**src/rtl/cpu_seq_pkg.sv**
```systemverilog
// Shared definitions for the CPU phase sequencer: the state index encoding
// and the width helpers used to size its registers and ports.
package cpu_seq_pkg;

    // FETCH is index 0, EXECi is index i, HALTED is MAX_EXEC+1.
    localparam int ST_FETCH = 0;

    function automatic int st_halted(input int max_exec);
        return max_exec + 1;
    endfunction

    function automatic int clog2(input int n);
        int r;
        r = 0;
        while ((1 << r) < n) begin
            r++;
        end
        return r;
    endfunction

    function automatic int clog2_min1(input int n);
        return (clog2(n) < 1) ? 1 : clog2(n);
    endfunction

endpackage

```
**src/rtl/instr_counter.sv**
```systemverilog
// Retired-instruction counter: wraps modulo 2^W; clear has priority over enable.
module instr_counter #(
    parameter int W = 16
) (
    input  logic         clk,
    input  logic         clr,
    input  logic         en,
    output logic [W-1:0] count
);

    logic [W-1:0] count_q;
    logic [W-1:0] count_d;

    // NOTE: every signal written in always_comb gets a default first, so no latch is inferred.
    always_comb begin
        count_d = count_q;
        if (en) begin
            count_d = count_q + W'(1);
        end
    end

    // NOTE: sequential state uses non-blocking assignments only.
    always_ff @(posedge clk) begin
        if (clr) begin
            count_q <= '0;
        end else begin
            count_q <= count_d;
        end
    end

    assign count = count_q;

endmodule

```
**src/rtl/cpu_sequencer.sv**
```systemverilog
// Instruction phase sequencer: FETCH, a variable number of EXEC phases chosen
// in EXEC1, and a HALTED state entered at retirement on request.
module cpu_sequencer
    import cpu_seq_pkg::*;
#(
    parameter  int MAX_EXEC = 3,
    parameter  int CNT_W    = 16,
    localparam int XW       = clog2_min1(MAX_EXEC)
) (
    input  logic                CLK,
    input  logic                RESET,
    input  logic                P,
    input  logic [XW-1:0]       EXTRA,
    input  logic                HALT,
    input  logic                RESUME,
    output logic                FETCH,
    output logic [MAX_EXEC-1:0] EXEC,
    output logic                LAST_EXEC,
    output logic                HALTED,
    output logic [CNT_W-1:0]    INSTR_COUNT
);

    localparam int SW = clog2(MAX_EXEC + 2);

    localparam logic [SW-1:0] S_FETCH  = SW'(ST_FETCH);
    localparam logic [SW-1:0] S_EXEC1  = SW'(1);
    localparam logic [SW-1:0] S_LAST   = SW'(MAX_EXEC);
    localparam logic [SW-1:0] S_HALTED = SW'(st_halted(MAX_EXEC));
    localparam logic [XW-1:0] X_MAX    = XW'(MAX_EXEC - 1);

    logic [SW-1:0] state_q;
    logic [SW-1:0] state_d;
    logic [XW-1:0] extra_q;
    logic [XW-1:0] extra_d;

    logic          in_exec;
    logic          retire;
    logic [XW-1:0] extra_live;
    logic [XW-1:0] extra_cur;
    logic [SW-1:0] target;

    // EXEC1 sees the live (clamped) EXTRA; later phases use the value latched leaving EXEC1.
    always_comb begin
        extra_live = (EXTRA > X_MAX) ? X_MAX : EXTRA;
        extra_cur  = (state_q == S_EXEC1) ? extra_live : extra_q;
        target     = SW'(extra_cur) + SW'(1);
        in_exec    = (state_q >= S_EXEC1) && (state_q <= S_LAST);
    end

    always_ff @(posedge CLK) begin
        if (RESET) begin
            state_q <= S_FETCH;
            extra_q <= '0;
        end else begin
            state_q <= state_d;
            extra_q <= extra_d;
        end
    end

    always_comb begin
        state_d = state_q;
        extra_d = extra_q;
        retire  = 1'b0;
        if (state_q == S_FETCH) begin
            if (P) begin
                state_d = S_EXEC1;
            end
        end else if (in_exec) begin
            if (P) begin
                if (state_q == S_EXEC1) begin
                    extra_d = extra_live;
                end
                if (state_q == target) begin
                    retire  = 1'b1;
                    state_d = HALT ? S_HALTED : S_FETCH;
                end else begin
                    state_d = state_q + SW'(1);
                end
            end
        end else if (state_q == S_HALTED) begin
            if (RESUME) begin
                state_d = S_FETCH;
            end
        end else begin
            state_d = S_FETCH;
        end
    end

    always_comb begin
        FETCH     = (state_q == S_FETCH);
        HALTED    = (state_q == S_HALTED);
        LAST_EXEC = in_exec && (state_q == target);
        for (int i = 0; i < MAX_EXEC; i++) begin
            EXEC[i] = (state_q == SW'(i + 1));
        end
    end

    instr_counter #(
        .W (CNT_W)
    ) u_instr_counter (
        .clk   (CLK),
        .clr   (RESET),
        .en    (retire),
        .count (INSTR_COUNT)
    );

endmodule
```
**config.mk**
```make
export PLATFORM = sky130hd
export DESIGN_NAME = cpu_sequencer
export DESIGN_NICKNAME = d
export VERILOG_FILES = /design/src/rtl/cpu_seq_pkg.sv /design/src/rtl/instr_counter.sv /design/src/rtl/cpu_sequencer.sv
export SDC_FILE = /design/constraint.sdc
export NUM_CORES = 1
export LEC_CHECK = 0
export ABC_AREA = 1
export CAP_MARGIN = 20
export CORE_MARGIN = 1.5
export CORE_UTILIZATION = 50
export DETAILED_ROUTE_END_ITERATION = 6
export PLACE_DENSITY = 0.82
export SLEW_MARGIN = 20
export SYNTH_ARGS = -nofsm -noshare
export SYNTH_HDL_FRONTEND = slang
export SYNTH_SLANG_ARGS = --single-unit
```
**constraint.sdc**
```tcl
create_clock -name CLK -period 2.65 [get_ports CLK]
set_input_delay 0.53 -clock CLK [delete_from_list [all_inputs] [get_ports CLK]]
set_output_delay 0.53 -clock CLK [all_outputs]
set_load 0.02 [all_outputs]
```
* After elaboration in Yosys (flattened, before gate mapping)
Index checks and enable logic that the tools add are counted.
Storage, ports and cells: register bits after elaboration 21, latch bits 0, RAM bits 0, ROM bits 0, input port bits 7, output and inout port bits 22, memories 0
Operators by class: $add $sub $neg 3, multiply operators 0, div/mod/pow operators 0, $lt $le $gt $ge 3, equality and inequality tests 8, shift-type cells 0, mux-type cells 14, bitwise operators 1, reductions and logical operators 5
Operators by type and width (count):
- $mux W3 | 8
- $add A16 B1 Y16 const B | 1
- $eq A3 B2 Y1 const B | 2
- $reduce_and A3 Y1 | 2
- $mux W1 | 4
- $mux W2 | 2
- $ne A2 B2 Y1 const B | 2
- $ne A4 B3 Y1 const B | 1
- $add A2 B1 Y3 const B | 1
- $add A3 B1 Y3 const B | 1
- $eq A3 B1 Y1 const B | 1
- $eq A3 B3 Y1 | 1
- $eq A3 B3 Y1 const B | 1
- $ge A3 B1 Y1 const B | 1
- $le A3 B2 Y1 const B | 1
- $logic_not A3 Y1 | 1
- $gt A2 B2 Y1 const B | 1
- $logic_and A1 B1 Y1 | 2
- $not A1 Y1 | 1

* Depth between registers and ports, before layout
depth after elaboration 9, depth in mapped cells 16, gate-level depth less buffers 16

* Cells and area by module
From an unflattened synthesis, not the netlist that was laid out.
Second synthesis, totals: cell total of the unflattened synthesis 216, area, all modules 1378.8 um^2
By module, submodules not included:
- instr_counter | times used 1, cells each 126, area an instance 847.1 um^2, seq. area each 320.3 um^2
- cpu_sequencer | times used 1, cells each 90, area an instance 531.8 um^2, seq. area each 100.1 um^2

* Worst setup path before layout
Ideal clock, no wire load.
kind register to output, start reg state_q[0], end out LAST_EXEC, data arrival time 2277 ps, data required time 2120 ps, slack -157 ps, cell stages (with the launch flop) 12, path buffers 0, cells stage by stage dfxtp_1 ha_1 inv_1 nor2_1 nand2_1 nand2_1 ha_1 nand2_1 nand2_1 nor2_8 nand3_4 nor2_1
Between the ends: longest elaborated chain between the ends 5, elaborated cells on any way between the ends 8, those cells by class add/sub (1); order compare (2); eq/ne (2); mux (1); reduce/logical (2)
Ends and longest elaborated chain:
- from (decl) | RTL line cpu_sequencer.sv:31 | logic [SW-1:0] state_q;
- from (signal assigned) | RTL line cpu_sequencer.sv:55 | state_q <= state_d;
- $eq A3 B1 Y1
- net EXEC[0] | RTL line cpu_sequencer.sv:17 | output logic [MAX_EXEC-1:0] EXEC,
- $mux W2
- net extra_cur[0] | RTL line cpu_sequencer.sv:39 | logic [XW-1:0] extra_cur;
- $add A2 B1 Y3 | RTL line cpu_sequencer.sv:46 | target = SW'(extra_cur) + SW'(1);
- $eq A3 B3 Y1 | RTL line cpu_sequencer.sv:92 | LAST_EXEC = in_exec && (state_q == target);
- $logic_and A1 B1 Y1 | RTL line cpu_sequencer.sv:92
- to (decl) | RTL line cpu_sequencer.sv:18 | output logic LAST_EXEC,
The timed path passes the listed nets, and every way through them passes these cells.

* Worst setup path in the final report
start reg state_q[1], end out LAST_EXEC
Between the ends: longest elaborated chain between the ends 5, elaborated cells on any way between the ends 8, those cells by class add/sub (1); order compare (2); eq/ne (2); mux (1); reduce/logical (2)
Ends and longest elaborated chain:
- $eq A3 B1 Y1 | RTL line cpu_sequencer.sv:45 | extra_cur = (state_q == S_EXEC1) ? extra_live : extra_q;
- $mux W2
- net extra_cur[0] | RTL line cpu_sequencer.sv:39
- $add A2 B1 Y3 | RTL line cpu_sequencer.sv:46
- $eq A3 B3 Y1 | RTL line cpu_sequencer.sv:92
- $logic_and A1 B1 Y1 | RTL line cpu_sequencer.sv:92
The timed path passes the listed nets, and every way through them passes these cells.

==> results.py <==
metrics = {
    "timing": {
        "slew-limit-headroom_pct": 70.3,
        "post-route-period-util_pct": 97.8,
        "worst-slew-pin-transition_ps": 442,
        "hold_ws_ps": 510,
        "finalHoldViolations": 0,
        "final-max-slew-violation-count": 0,
        "setup_viol_count_final": 0,
        "fin_worst_skew_ps": 8.03,
        "layout_min_cycle_time_ps": 2590,
        "max_clock_freq_mhz": 386,
    },
    "grt": {
        "grt_pass1_wl_mm": 5.92,
        "grtUsageTotal_pct": 22.5,
        "globalRouteOverflowTotal": 0,
        "antenna_found_initial": 0,
        "grt_max_degree": 17,
        "first_global_vias": 1344,
    },
    "synthesis": {
        "unique_masters_post_synth": 25,
        "mappedNetlistArea_mm2": 0.00152,
        "synth_xor_xnor_area_share_pct": 6.34,
        "synth.cells.most_frequent": "nand2_1, nor2_1, dfxtp_1, inv_1, nand2_2",
        "mappedNetlistNets": 236,
        "ys_async_sr_fraction_pct": 0,
        "avgSynthCellArea_um2": 6.84,
        "synth_ff_type": "dfxtp_1",
        "synth_top_family_by_area": "simple AND/OR/NAND/NOR gates",
        "netlist.area_leader.share_pct": 27.7,
        "synthDominantAreaCellType": "dfxtp_1",
        "synth_adder_area_share_pct": 5.77,
        "synth-warning-count": 0,
        "synthMuxAreaShare_pct": 0,
        "yosys-top-cells-area": "dfxtp_1, nand2_1, nor2_1",
        "ys_ff_latch": 21,
        "dominant_cell_by_count_in_the_synthesized_netlist": "nand2_1",
        "synth_compound_gate_area_share_pct": 10.4,
        "synth_simple_gate_area_share_pct": 41.8,
        "synth-edff-count": 0,
        "synth-seq-area-share_pct": 27.7,
        "netlist_instances": 222,
    },
    "routing": {
        "route.detailed.vias_per_inst": 5.06,
        "final_antenna_net_count": 0,
        "initialDrtViolationCount": 63,
        "drt_pass1_iterations": 6,
        "wl_per_cell_um": 12.4,
        "drc": 3,
        "detailroute.via_count": 1532,
        "postRouteWirelength_mm": 3.76,
    },
    "worst_setup_path": {
        "reg2reg_setup_slack_ps": 460,
        "timing.critical_path.required_ps": 2120,
        "worst_setup_path_end_kind": "output pin",
        "rr_worst_depth": 16,
        "worst-path-max-fanout": 2,
        "r2r-start": "state_q[1]$_SDFFE_PP0P_",
        "cp-start-kind": "flip-flop",
        "worstReg2RegEnd": "u_instr_counter.count[5]$_SDFFE_PP0P_",
        "worst_ep_arrival_time_ps": 2060,
        "criticalPathCategory": "reg -> out",
    },
    "outcome": {
        "violated_checks": "design-rule violations",
        "outcome": "finished, violations left",
    },
    "hold_path": {
        "hold_path_class": "reg -> reg",
        "worstHoldStart": "u_instr_counter.count[15]$_SDFFE_PP0P_",
        "hold_depth": 2,
        "hold_path_end": "u_instr_counter.count[15]$_SDFFE_PP0P_",
    },
    "cts": {
        "clockRootBuffer": "clkbuf_4",
        "cts.path.max_buffers": 2,
        "path_clk_slew_ps": 120,
        "h-tree-depth": 1,
        "tritoncts": "built",
        "number_of_buffers_created_by_cts": 3,
        "postCtsHoldBufs": 0,
        "clkSinkCount": 21,
        "clkLatencyLatePin_ps": 310,
    },
    "pwr": {
        "static-leakage-power_nw": 0.847,
        "power_per_cell_area_mw_per_mm2": 840,
        "peakVddDrop_mv": 0.474,
        "power.total_mw": 1.76,
    },
    "floorplanning": {
        "design.core.area_mm2": 0.00283,
        "pin_count": 29,
        "die_width_um": 58.1,
        "initial_utilization_pct": 53.7,
        "placementRows": 19,
        "die_height_um": 58.1,
        "overall_die_area_mm2": 0.00338,
    },
    "finish": {
        "fillCellCount": 225,
        "layout.area.seq_um2": 422,
        "final_layout_size_suffix_gt1_share_pct": 29.4,
        "multi_input_comb_area_mm2": 0.00106,
        "nNetsFinal": 287,
        "syn_to_final_growth_pct": 38.1,
        "finalNonFillerCells": 303,
        "antenna_cells": 0,
    },
    "placement": {
        "finalWeightedCongestion": 0.897,
        "port-buffer-count": 28,
        "dp.final_hpwl_mm": 2.62,
        "placed_cells_incl_taps": 296,
    },
    "run": {
        "maxCapViolCount": 0,
    },
}
-- kinds of logic (layout without fill, tap and decap cells) --
logic type      Yosys count  in the layout
buf+inv                  27             77
compound gates           24             24
xor+xnor                 11             11
fa+ha+maj                 7              7
flops                    21             21
simple gates            132            132
-- through the flow --
stage	TNS (ps)	setup slack [ps]	instance area (um^2)	util [%]
after global routing	-48.7	-48.7	2100	74.1
after floorplan	0	69.4	1520	-
after detailed placement	-1000	-565	1960	69.4
after CTS	0	0.296	2010	71.0
after global placement	-481	-481	1960	69.4
final	0	59.3	2100	74.1
-- timing repair --
| item | 4_1_cts | 5_1_grt |
|---|---|---|
| setup endpoints to repair | 1 | 1 |
| buffers inserted | 0 | 3 |
| gates resized for setup | 10 | 21 |
| pin swaps | 1 | 9 |
-- metal layers --
| metal | track usage [%] | up-vias | part of all wire, % |
|---|---|---|---|
| met2 | 36.2 | 32 | 48 |
| met4 | 8.31 | 0 | 1.5 |
| met5 | 0 | - | 0 |
| met3 | 2.90 | 7 | 3.5 |
| met1 | 30.8 | 699 | 47 |
| li1 | - | 794 | - |
-- sequential cells by signal, indices dropped and copies added (netlist names) --
register	count
state_q	3
extra_q	2
u_instr_counter.count	16
-- area by class of cell --
| class | count | share of cell area [%] |
|---|---|---|
| multi-input combinational | 174 | 50.4 |
| timing repair buffer | 50 | 22.1 |
| sequential | 21 | 20.1 |
| inverter | 23 | 4.24 |
| tap | 31 | 1.85 |
| clock buffer | 3 | 1.07 |
| clock inverter | 1 | 0.239 |
-- cells in the final DEF, fill, tap and decap left out, types with 6 or more instances in the layout --
cell and count:
nand2_1 59, xor2_1 6, a21oi_1 9, nor2_1 25, a21oi_2 10, dfxtp_1 20, inv_1 17, nand3_1 11
nand2_2 18, buf_4 21, clkdlybuf4s50_1 25
-- critical path, cell delays in order (launching register included) --
cell and delay, ps:
dfxtp_2 360, inv_2 60, ha_4 180, inv_4 70
nor2_4 40, nand2_2 100, nand2_4 70, ha_4 270
inv_2 40, nand2_2 70, nand2_4 70, nor2_8 120
nand3_4 70, nor2_2 110, buf_6 120
-- power by group --
group	internal, mW	switching [mW]	leakage, nW
clock	0.0564	0.0997	0.0177
combinational	0.534	0.690	0.659
sequential	0.349	0.0322	0.170
-- worst max path at each step --
stage	cells after the start	from	to
final	14	state_q[1]$_SDFFE_PP0P_	LAST_EXEC
after floorplan	11	state_q[0]$_SDFFE_PP0P_	LAST_EXEC
after CTS	12	EXTRA[1]	LAST_EXEC
after detailed placement	10	EXTRA[1]	LAST_EXEC
after global routing	14	state_q[1]$_SDFFE_PP0P_	LAST_EXEC
after global placement	10	EXTRA[1]	LAST_EXEC
No activity file was read; power rests on OpenSTA's default activity.
